[src/rtl/ro_freq_counter.sv]
// ---------------------------------------------------------------------------
// ro_freq_counter
//
// Multi-channel ring-oscillator frequency counter. One of CHANNELS ring
// outputs (already pre-divided outside this block) is enabled and left to
// settle. Its rising edges are then counted over a gate window of gate_len
// system clocks. The saturating result is presented in parallel on o_count.
// It can also be read MSB-first, one bit per i_shift_en pulse, on
// o_shift_out.
//
// Parameters
//   CHANNELS : number of ring-oscillator inputs (>= 2)
//   COUNT_W  : edge-counter width
//   GATE_W   : gate-length width
//   SETTLE   : clk cycles the selected ring runs before the gate opens (>= 3)
//   SEL_W    : width of the channel selector (derived)
//
// Ports
//   i_clk       system clock, all state changes on its rising edge
//   i_rst_n     asynchronous active-low reset
//   i_start     measurement request, sampled every cycle
//   i_chan_sel  channel to measure, latched on an accepted start
//   i_gate_len  gate window length in clk cycles, latched on an accepted start
//   i_ro_in     ring outputs, asynchronous to i_clk
//   o_ro_ena    ring enables, one-hot while measuring, otherwise all zero
//   o_busy      high while arming or gating
//   o_done      high once a result is available
//   o_overflow  sticky: the counter saturated during this measurement
//   o_count     measured edge count / shift register contents
//   i_shift_en  in DONE, shifts o_count left by one bit
//   o_shift_out always o_count[COUNT_W-1]
// ---------------------------------------------------------------------------
module ro_freq_counter #(
   parameter int CHANNELS = 4,
   parameter int COUNT_W  = 16,
   parameter int GATE_W   = 16,
   parameter int SETTLE   = 8,
   parameter int SEL_W    = $clog2(CHANNELS)
) (
   input  logic                i_clk,
   input  logic                i_rst_n,
   input  logic                i_start,
   input  logic [SEL_W-1:0]    i_chan_sel,
   input  logic [GATE_W-1:0]   i_gate_len,
   input  logic [CHANNELS-1:0] i_ro_in,
   output logic [CHANNELS-1:0] o_ro_ena,
   output logic                o_busy,
   output logic                o_done,
   output logic                o_overflow,
   output logic [COUNT_W-1:0]  o_count,
   input  logic                i_shift_en,
   output logic                o_shift_out
);

   // The settle counter only has to reach SETTLE-1.
   localparam int SET_W = (SETTLE > 2) ? $clog2(SETTLE) : 1;
   localparam logic [SET_W-1:0] SETTLE_LAST = SET_W'(SETTLE - 1);

   // One extra bit so that CHANNELS itself is representable (e.g. 4 on 2 bits).
   localparam logic [SEL_W:0] CH_LIMIT = (SEL_W + 1)'(CHANNELS);

   typedef enum logic [1:0] {
      ST_IDLE = 2'd0,
      ST_ARM  = 2'd1,
      ST_GATE = 2'd2,
      ST_DONE = 2'd3
   } state_t;

   // ------------------------------------------------------------------
   // Registers
   // ------------------------------------------------------------------
   state_t              r_state;
   logic [SEL_W-1:0]    r_sel;
   logic [GATE_W-1:0]   r_gate_len;
   logic [SET_W-1:0]    r_settle;
   logic [GATE_W-1:0]   r_gate_cnt;
   logic                r_sync1;
   logic                r_sync2;
   logic                r_prev;
   logic [COUNT_W-1:0]  r_count;
   logic                r_overflow;
   logic                r_busy;
   logic                r_done;
   logic [CHANNELS-1:0] r_ro_ena;

   // ------------------------------------------------------------------
   // Next-state values
   // ------------------------------------------------------------------
   state_t              w_state_next;
   logic [SEL_W-1:0]    w_sel_next;
   logic [GATE_W-1:0]   w_gate_len_next;
   logic [SET_W-1:0]    w_settle_next;
   logic [GATE_W-1:0]   w_gate_cnt_next;
   logic [COUNT_W-1:0]  w_count_next;
   logic                w_overflow_next;
   logic                w_busy_next;
   logic                w_done_next;
   logic [CHANNELS-1:0] w_sel_onehot;
   logic                w_sel_ok;
   logic                w_accept;
   logic                w_pulse;

   assign w_sel_ok = ({1'b0, i_chan_sel} < CH_LIMIT);
   assign w_accept = i_start && w_sel_ok &&
                     ((r_state == ST_IDLE) || (r_state == ST_DONE));

   // Rising edge of the synchronised ring signal. It is only used in GATE.
   // In ARM the same registers are simply being primed.
   assign w_pulse = r_sync2 & ~r_prev;

   // The one-hot enable is decoded from the selector that will be in force
   // after this edge. A newly accepted channel is therefore enabled on the
   // accept edge itself.
   for (genvar gi = 0; gi < CHANNELS; gi++) begin : g_ena
      assign w_sel_onehot[gi] = (w_sel_next == SEL_W'(gi));
   end

   // ------------------------------------------------------------------
   // FSM next-state / datapath next values
   // ------------------------------------------------------------------
   always_comb begin
      w_state_next    = r_state;
      w_sel_next      = r_sel;
      w_gate_len_next = r_gate_len;
      w_settle_next   = r_settle;
      w_gate_cnt_next = r_gate_cnt;
      w_count_next    = r_count;
      w_overflow_next = r_overflow;

      case (r_state)
         ST_IDLE: begin
            // Waits for an accepted start; see override below.
         end

         ST_ARM: begin
            if (r_settle == SETTLE_LAST) begin
               if (r_gate_len == '0) begin
                  // Empty window: the result is the cleared count.
                  w_state_next = ST_DONE;
               end else begin
                  w_state_next    = ST_GATE;
                  w_gate_cnt_next = r_gate_len;
               end
            end else begin
               w_settle_next = r_settle + SET_W'(1);
            end
         end

         ST_GATE: begin
            if (w_pulse) begin
               if (&r_count) begin
                  // An edge arrived with no room left: hold and flag it.
                  w_overflow_next = 1'b1;
               end else begin
                  w_count_next = r_count + COUNT_W'(1);
               end
            end
            w_gate_cnt_next = r_gate_cnt - GATE_W'(1);
            // The cycle that takes the counter to zero is the last one
            // counted, so exactly gate_len cycles are observed.
            if (r_gate_cnt == GATE_W'(1)) begin
               w_state_next = ST_DONE;
            end
         end

         ST_DONE: begin
            if (i_shift_en) begin
               w_count_next = {r_count[COUNT_W-2:0], 1'b0};
            end
         end

         default: begin
            w_state_next = ST_IDLE;
         end
      endcase

      // An accepted start overrides everything, including a shift in DONE.
      if (w_accept) begin
         w_state_next    = ST_ARM;
         w_sel_next      = i_chan_sel;
         w_gate_len_next = i_gate_len;
         w_settle_next   = '0;
         w_count_next    = '0;
         w_overflow_next = 1'b0;
      end

      w_busy_next = (w_state_next == ST_ARM) || (w_state_next == ST_GATE);
      w_done_next = (w_state_next == ST_DONE);
   end

   // ------------------------------------------------------------------
   // State register
   // ------------------------------------------------------------------
   always_ff @(posedge i_clk or negedge i_rst_n) begin
      if (!i_rst_n) begin
         r_state <= ST_IDLE;
      end else begin
         r_state <= w_state_next;
      end
   end

   // ------------------------------------------------------------------
   // Datapath and registered outputs
   // ------------------------------------------------------------------
   always_ff @(posedge i_clk or negedge i_rst_n) begin
      if (!i_rst_n) begin
         r_sel      <= '0;
         r_gate_len <= '0;
         r_settle   <= '0;
         r_gate_cnt <= '0;
         r_sync1    <= 1'b0;
         r_sync2    <= 1'b0;
         r_prev     <= 1'b0;
         r_count    <= '0;
         r_overflow <= 1'b0;
         r_busy     <= 1'b0;
         r_done     <= 1'b0;
         r_ro_ena   <= '0;
      end else begin
         r_sel      <= w_sel_next;
         r_gate_len <= w_gate_len_next;
         r_settle   <= w_settle_next;
         r_gate_cnt <= w_gate_cnt_next;
         // The synchroniser runs all the time on the latched channel. After
         // a channel change the SETTLE (>= 3) ARM cycles flush the old
         // channel out of sync1, sync2 and prev before the gate opens.
         r_sync1    <= i_ro_in[r_sel];
         r_sync2    <= r_sync1;
         r_prev     <= r_sync2;
         r_count    <= w_count_next;
         r_overflow <= w_overflow_next;
         r_busy     <= w_busy_next;
         r_done     <= w_done_next;
         r_ro_ena   <= w_busy_next ? w_sel_onehot : '0;
      end
   end

   assign o_ro_ena    = r_ro_ena;
   assign o_busy      = r_busy;
   assign o_done      = r_done;
   assign o_overflow  = r_overflow;
   assign o_count     = r_count;
   assign o_shift_out = r_count[COUNT_W-1];

endmodule

[config.mk]
export PLATFORM = sky130hd
export DESIGN_NAME = ro_freq_counter
export DESIGN_NICKNAME = d
export VERILOG_FILES = /design/src/rtl/ro_freq_counter.sv
export SDC_FILE = /design/constraint.sdc
export NUM_CORES = 1
export LEC_CHECK = 0
export ABC_AREA = 1
export ABC_CLOCK_PERIOD_IN_PS = 1800
export CORE_MARGIN = 5
export CORE_UTILIZATION = 50
export DETAILED_ROUTE_END_ITERATION = 6
export PLACE_DENSITY = 0.76
export SYNTH_ARGS = -nofsm -noshare
export SYNTH_HDL_FRONTEND = slang
export SYNTH_SLANG_ARGS = --single-unit
[constraint.sdc]
create_clock -name i_clk -period 1.8 [get_ports i_clk]
set_input_delay 0.36 -clock i_clk [delete_from_list [all_inputs] [get_ports i_clk]]
set_output_delay 0.36 -clock i_clk [all_outputs]
set_load 0.03 [all_outputs]
==> results of run 1 <==
power groups by stage:
stage,Sequential (µW),Clock [µW],Combinational (µW)
6_report,2630,1270,5300
5_1_grt,2710,1370,5890
4_1_cts,2580,1280,4580
3_3_place_gp,2590,0,4410
3_5_place_dp,2610,0,4510
2_1_floorplan,2780,0,2790
worst min path at each step:
stage,cells after the start,startpoint,end,slack (ps)
final,2,i_rst_n,r_gate_cnt[2],10
after global routing,2,i_rst_n,r_gate_len[3],40
after CTS,2,i_rst_n,r_gate_len[3],30
after detailed placement,0,r_sync1,r_sync2,360
after global placement,0,r_sync1,r_sync2,340
after floorplan,0,i_rst_n,o_busy,60
registers in the layout (all words and copies together) (netlist names):
register    cells
r_gate_len     16
r_sel           2
r_state         2
o_overflow      1
r_prev          1
o_busy          1
o_count        16
r_settle        3
r_sync1         1
o_done          1
o_ro_ena        4
r_sync2         1
r_gate_cnt     16
metal layers:
| metal | routed length [µm] | GRT usage, % |
|---|---|---|
| met3 | 719 | 5.32 |
| met5 | 0 | 0 |
| met4 | 282 | 7.67 |
| met1 | 4540 | 28.9 |
| met2 | 4670 | 31.5 |
critical path: stages (launching register included):
cell,delay [ps]
dfrtp_1,410
inv_2,90
ha_4,130
inv_2,40
nor3_2,160
nand3_1,120
nand2_1,110
o21ai_2,70
a21oi_2,240
ha_4,260
nand2_2,70
nor2_1,40
cell usage after synthesis, types with 6 or more instances:
| cell | n | share of area, % |
|---|---|---|
| a21oi_1 | 8 | 1.1 |
| buf_2 | 7 | 0.93 |
| clkbuf_1 | 6 | 0.60 |
| dfrtp_1 | 65 | 43 |
| ha_1 | 10 | 3.3 |
| inv_1 | 45 | 4.5 |
| nand2_1 | 181 | 18 |
| nand3_1 | 43 | 5.7 |
| nand4_1 | 6 | 1.0 |
| nor2_1 | 63 | 6.3 |
| o21ai_0 | 40 | 5.3 |
| o21ai_1 | 10 | 1.3 |
final cells by class:
class                           count  area, µm²  share of cell area, %
Clock buffer                       11        141                   2.86
Clock inverter                      5       55.1                   1.11
Inverter                           49        190                   3.84
Multi-Input combinational cell    393       2020                   40.8
Sequential cell                    65       1630                   32.9
Tap cell                           99        124                   2.50
Timing Repair Buffer               85        792                   16.0
timing repair:
action	CTS	global route
gates resized for setup	24	35
setup endpoints to repair	28	35
pin swaps	4	11
gates cloned	0	1
setup buffers	3	5
hold buffers	0	0
cells by family after synthesis:
| kind of cell | count (synthesis) | synth area share [%] |
|---|---|---|
| flip-flops | 65 | 43.3 |
| adder cells (fa/ha/maj) | 10 | 3.33 |
| AND/OR/NAND/NOR | 307 | 34.5 |
| AO/OA/AOI/OAI | 69 | 9.84 |
| XOR/XNOR | 7 | 1.63 |
| buffers and inverters | 66 | 7.30 |
metrics by stage:
| stage | hold WS (ps) | setup slack, ps | cells | total power, µW |
|---|---|---|---|---|
| 6_report | 12.2 | -52.1 | 707 | 9200 |
| 5_1_grt | 43.0 | -132 | 707 | 9970 |
| 4_1_cts | 34.9 | 6.95 | 701 | 8440 |
| 3_5_place_dp | 355 | -126 | 682 | 7110 |
| 3_3_place_gp | 336 | -4.31 | 682 | 7000 |
| 2_1_floorplan | 64.4 | 23.5 | 524 | 5570 |
==> results.cfg, run 1 <==
[outcome]
status = complete, but fails checks
failed_checks = setup timing

[sta]
tns_ps = -165
fin_skew_ps = 18.1
fin_ws_ps = -52.1
rsz0062_at_grt = yes
relSlewSlack_pct = 66.8
timing.final.crit_period_ps = 1850
timing.final.crit_share_pct = 103
worst_pin_slew_ps = 497
fmax_ghz = 0.540
maxSlewViolCount = 0
setup_violations = 5
hold_viol = 0

[floorplan]
pin_count = 50
coreArea_um2 = 7290
die_w_um = 96.6
dieArea_um2 = 9340
initial_core_util_pct = 51.5
die_h_um = 96.6
core.rowCount = 31

[cells_and_area]
final_area_um2 = 4950
syn_to_final_growth_pct = 31.8
diodes = 0
final_cell_mix = 178 x nand2_1, 64 x dfrtp_1, 58 x nor2_1
drive_above_1_share_pct = 15.0
final_common_cell = nand2_1
fin_nets = 639
num-fill-cells = 628
final_util_pct = 67.8

[synthesis]
syn_inst = 524
ys_warn_count = 0
synth_cell_type_count = 38
synth-edff-count = 0
ys_seq_area_share_pct = 43.3
syn_avg_cell_area_um2 = 7.16
ys.flop_type = dfrtp_1
synth-seq-cells = 65
syn_area_um2 = 3750
syn-num-nets = 560
async_reset_ff_share_pct = 100

[worst_setup_path]
path_max_fanout = 3
startpoint = r_state[1]
cp.arrival_ps = 2080
cp-end-kind = flop
rr_endpoint = o_ro_ena[2]
worstSetupPathType = reg -> reg
endpoint = o_ro_ena[2]
r2r-start = r_state[1]
reg2regPathDepth = 11
worstPathRequired_ps = 2030
r2r_slack_ps = -50
start_kind = flop

[power]
switching_power_uw = 4320
p_per_area_nw_per_um2 = 1860
cellInternalPower_uw = 4880
leakage_uw = 0.00241
vdd_drop_max_mv = 1.28
clock_power_share_pct = 13.8
combPwrFrac_pct = 57.6
seq_power_share_pct = 28.6
switching_share_pct = 46.9

[clock_network]
htreeDepth = 3
numCtsBuffers = 9
clk_pin_slew_worst_paths_ps = 80
cts_tree = yes
clockBufferDepth = 2
ctsRootBufferMaster = clkbuf_8
insertion_delay_ps = 360
cts_sinks = 65

[routing]
ant_nets = 0
vias_per_cell = 5.30
drt_wl_total_mm = 10.2
via_count = 3749
wire_per_inst_um = 14.4
drc = 0
firstDrtPassIters = 5
drt_iter0_drc = 316

[placed_design]
gp_congestion = 0.896
placed_cell_area_um2 = 4510
io_buffers = 49
dp_hpwl_mm = 6.64

[grt]
grt_pass1_wl_mm = 16.3
grt_max_degree = 66
antenna_found_initial = 0
grt_pass1_vias = 3492
track_usage_pct = 20.9
grt-ovfl-total = 0

[worst_hold_path]
hold_class = in -> async

[flow_run]
max-cap-violations = 0
No activity file was read; power rests on OpenSTA's default activity.
==> inputs of run 2 (changes only) <==
--- a/config.mk
+++ b/config.mk
@@ -11,6 +11,8 @@
 export CORE_UTILIZATION = 50
 export DETAILED_ROUTE_END_ITERATION = 6
 export PLACE_DENSITY = 0.76
+export REMOVE_ABC_BUFFERS = 1
+export SLEW_MARGIN = 5
 export SYNTH_ARGS = -nofsm -noshare
 export SYNTH_HDL_FRONTEND = slang
 export SYNTH_SLANG_ARGS = --single-unit
==> results.cfg, run 2 (synthesis results as in run 1) <==
[floorplan]
die_w_um = 96.6
dieArea_um2 = 9340
initial_core_util_pct = 51.5
core.rowCount = 31
coreArea_um2 = 7290
die_h_um = 96.6
pin_count = 50

[sta]
relSlewSlack_pct = 75.7
maxSlewViolCount = 0
whs_ps = 365
fmax_ghz = 0.549
hold_viol = 0
timing.final.crit_share_pct = 101
setup_violations = 4
worst_pin_slew_ps = 363
rsz0062_at_grt = yes
fin_ws_ps = -20.3
timing.final.crit_period_ps = 1820
fin_skew_ps = 6.22
tns_ps = -60.0

[outcome]
failed_checks = setup timing
status = complete, but fails checks

[cells_and_area]
fin_nets = 646
final_common_cell = nand2_1
multi_input_comb_area_um2 = 1940
diodes = 0
regArea_um2 = 1630
syn_to_final_growth_pct = 30.3
final_area_um2 = 4890
num-fill-cells = 630
drive_above_1_share_pct = 15.0
final_cell_mix = 181 x nand2_1, 65 x dfrtp_1, 58 x nor2_1

[power]
p_per_area_nw_per_um2 = 1770
leakage_uw = 0.00242
vdd_drop_max_mv = 1.22

[placed_design]
dp_hpwl_mm = 6.68
gp_congestion = 0.955
io_buffers = 49
placed_cell_area_um2 = 4550
place_ws_ps = -132

[grt]
gr-usage-met1_pct = 26.6
grt-ovfl-total = 0
grt_pass1_wl_mm = 16.2
grt_pass1_vias = 3540
grtUsageMet3_pct = 4.68
busiest_layer = met2
grt_util_met2_pct = 33.2
grt_max_degree = 28
track_usage_pct = 20.5
antenna_found_initial = 0

[routing]
wire_per_inst_um = 13.2
firstDrtPassIters = 5
via_count = 3640
drt_iter0_drc = 164
vias_per_cell = 5.10
drt_wl_total_mm = 9.46
ant_nets = 0
drc = 0

[worst_setup_path]
worstPathRequired_ps = 2050
start_kind = flop
worstSetupPathType = reg -> reg
path_max_fanout = 5
cp-end-kind = flop
cp.arrival_ps = 2070

[clock_network]
htreeDepth = 3
numCtsBuffers = 9
insertion_delay_ps = 350
cts_sinks = 65
cts_tree = yes
clk_pin_slew_worst_paths_ps = 70
clockBufferDepth = 2
ctsRootBufferMaster = clkbuf_8

[worst_hold_path]
hold_class = reg -> reg

[flow_run]
max-cap-violations = 0
==> run 2: where the power goes <==
| part | leakage, µW | switching, µW | internal [µW] |
|---|---|---|---|
| logic | 0.00151 | 2960 | 2000 |
| registers | 0.000830 | 496 | 2080 |
| clock network | 0.0000814 | 596 | 495 |
| total | 0.00242 | 4060 | 4580 |
==> run 2: path summary, 6_finish.rpt <==
kind	startpoint	end	slack, ps	depth (start not counted)
worst max-delay path	r_state[1]	o_ro_ena[0]	-20	7
worst min-delay path	r_sync1	r_sync2	360	0
worst max register to register	r_state[1]	o_ro_ena[0]	-20	7
worst min register to register	r_sync1	r_sync2	360	0
max in group asynchronous	i_rst_n	r_gate_len[1]	950	3
min in group asynchronous	i_rst_n	o_count[15]	510	3
==> run 2: what timing repair did <==
action / CTS / global route
endpoints found under the setup margin: 29 / 42
endpoints found under the hold margin: 23 / 0
gates resized for setup: 25 / 22
setup buffers: 6 / 4
hold buffers: 1 / 0
pin swaps: 6 / 6
==> run 2: cell type report <==
type                            count  share of cell area [%]
Multi-Input combinational cell    393                    39.6
Sequential cell                    65                    33.3
Timing Repair Buffer               92                    17.2
Inverter                           49                    3.86
Clock buffer                        9                    2.53
Tap cell                           99                    2.53
Clock inverter                      7                   0.947
==> run 2: worst max-delay path: stages, from the launching register on <==
cell and delay (ps):
dfrtp_1 420, buf_4 160, ha_4 290, nor3b_1 310
a21oi_2 70, ha_1 340, nand2_1 90, nor2_1 40
==> run 2: routing by layer <==
metal	part of all wire, %	vias to the layer above
li1	-	1848
met1	44	1656
met2	48	116
met3	5.7	20
met4	2.2	0
met5	0	-
==> run 2: stage by stage <==
step                util (%)  std cells  total power (µW)
global placement        62.4        687              7000
floorplan                  -        507              5390
detailed placement      62.4        687              7150
global route            67.0        714              9430
CTS                     65.9        710              8390
finish                  67.0        714              8640
==> inputs of run 3 (changes only) <==
--- a/config.mk
+++ b/config.mk
@@ -7,11 +7,12 @@
 export LEC_CHECK = 0
 export ABC_AREA = 1
 export ABC_CLOCK_PERIOD_IN_PS = 1800
-export CORE_MARGIN = 5
+export CORE_MARGIN = 4
 export CORE_UTILIZATION = 50
 export DETAILED_ROUTE_END_ITERATION = 6
 export PLACE_DENSITY = 0.76
 export REMOVE_ABC_BUFFERS = 1
+export SKIP_CTS_REPAIR_TIMING = 1
 export SLEW_MARGIN = 5
 export SYNTH_ARGS = -nofsm -noshare
 export SYNTH_HDL_FRONTEND = slang
==> results.cfg, run 3 (synthesis results as in run 1) <==
[placed_design]
place_ws_ps = -164
dp_cells = 682
dp_hpwl_mm = 6.66
io_buffers = 49
gp_congestion = 0.963

[worst_setup_path]
crit_family = simple AND/OR/NAND/NOR gates
worst-path-buf-inv = 2
cp.arrival_ps = 2090
worstPathRequired_ps = 2040
cp-end-kind = flop
max_stage_delay_ps = 460
worstSetupPathType = reg -> reg
worstPathCellList = inv_2 > ha_4 > inv_2 > nor3_2 > nand3_1 > nand2_1 > o21ai_2 > a21oi_2 > ha_4 > nand2_2 > nor2_1
path_max_fanout = 5
worst_path_max_delay_cell = dfrtp_2
r2r_slack_ps = -50
start_kind = flop

[worst_hold_path]
hold_class = in -> async

[cells_and_area]
instances_no_fill = 707
fin_nets = 639
diodes = 0
final_common_cell = nand2_1
final_util_pct = 67.7
final_cell_mix = 179 x nand2_1, 63 x dfrtp_1, 61 x nor2_1
drive_above_1_share_pct = 14.1
syn_to_final_growth_pct = 31.5

[sta]
hold_viol = 18
setup_violations = 4
timing.final.crit_share_pct = 103
fmax_ghz = 0.542
maxSlewViolCount = 0
timing.final.crit_period_ps = 1850
whs_ps = -20.5
relSlewSlack_pct = 65.5
rsz0062_at_grt = yes
fin_skew_ps = 11.7
fin_ws_ps = -45.6
worst_pin_slew_ps = 518
tns_ps = -165

[floorplan]
dieArea_um2 = 8950
core.rowCount = 31
initial_core_util_pct = 51.5
die_h_um = 94.6
die_w_um = 94.6
coreArea_um2 = 7290
pin_count = 50

[power]
vdd_drop_max_mv = 1.44
leakage_uw = 0.00258
p_per_area_nw_per_um2 = 1830

[routing]
vias_per_cell = 5.23
ant_nets = 0
drc = 0
drt_iter0_drc = 228
drt_wl_total_mm = 9.56
firstDrtPassIters = 5
via_count = 3698
wire_per_inst_um = 13.5

[grt]
grt_pass1_wl_mm = 15.8
grt_pass1_vias = 3488
antenna_found_initial = 0
track_usage_pct = 22.0
grt_max_degree = 31
grt-ovfl-total = 0

[clock_network]
htreeDepth = 3
clockBufferDepth = 2
cts_sinks = 65
insertion_delay_ps = 350
numCtsBuffers = 9
ctsRootBufferMaster = clkbuf_8
cts_tree = yes
clk_pin_slew_worst_paths_ps = 80

[outcome]
failed_checks = hold timing, setup timing
status = complete, but fails checks

[flow_run]
max-cap-violations = 0
==> run 3: cell types whose count changed in the layout (fill, tap and decap cells not counted), moves of 3 or more <==
cell,change
dlygate4sd2_1,-15
dlymetal6s2s_1,+14
buf_4,-6
clkinv_2,-3
nor2_1,+3
nor2_2,-3
==> run 3: final cells by class <==
cell class | instances | area, µm²
clock buffers | 12 | 145
clock inverters | 4 | 76.3
fillers | 609 | 2360
inverters | 49 | 186
multi-input cells | 393 | 1950
flip-flops and latches | 65 | 1630
well taps | 99 | 124
repair buffers | 85 | 827
==> run 3: worst reg2reg max path, delay by kind of cell (launching register included) <==
family | cells | cell delay, ps
and+or+nand+nor | 5 | 510
AOI/OAI and AO/OA | 2 | 260
buffers and inverters | 2 | 140
adders and majority gates | 2 | 370
DFF | 1 | 460
==> run 3: routing by layer <==
metal	global-route usage, %	up-vias	wire [µm]
met1	27.9	1719	4200
li1	-	1837	-
met4	8.17	0	128
met5	0	-	0
met3	4.06	14	587
met2	37.5	128	4640
==> run 3: where the power goes <==
group          switching [µW]  leakage (µW)  total, µW  internal [µW]
registers                 532      0.000827       2620           2090
logic                    2990       0.00165       5020           2040
clock network             574      0.000107       1400            822
==> run 3: path summary, 6_finish.rpt <==
path,depth (start not counted),start,endpoint
max in group asynchronous,2,i_rst_n,r_gate_len[5]
worst max register to register,11,r_state[1],o_ro_ena[0]
min in group i_clk,0,r_sync1,r_sync2
worst min register to register,0,r_sync1,r_sync2
worst max-delay path,11,r_state[1],o_ro_ena[0]
worst min-delay path,1,i_rst_n,o_count[13]
==> run 3: stage by stage <==
stage                     instance area, µm²  total power [µW]
after CTS                               4710              8450
after global placement                  4490              6840
after global routing                    4930              9780
final                                   4930              9040
after floorplan                         3660              5390
after detailed placement                4490              7020
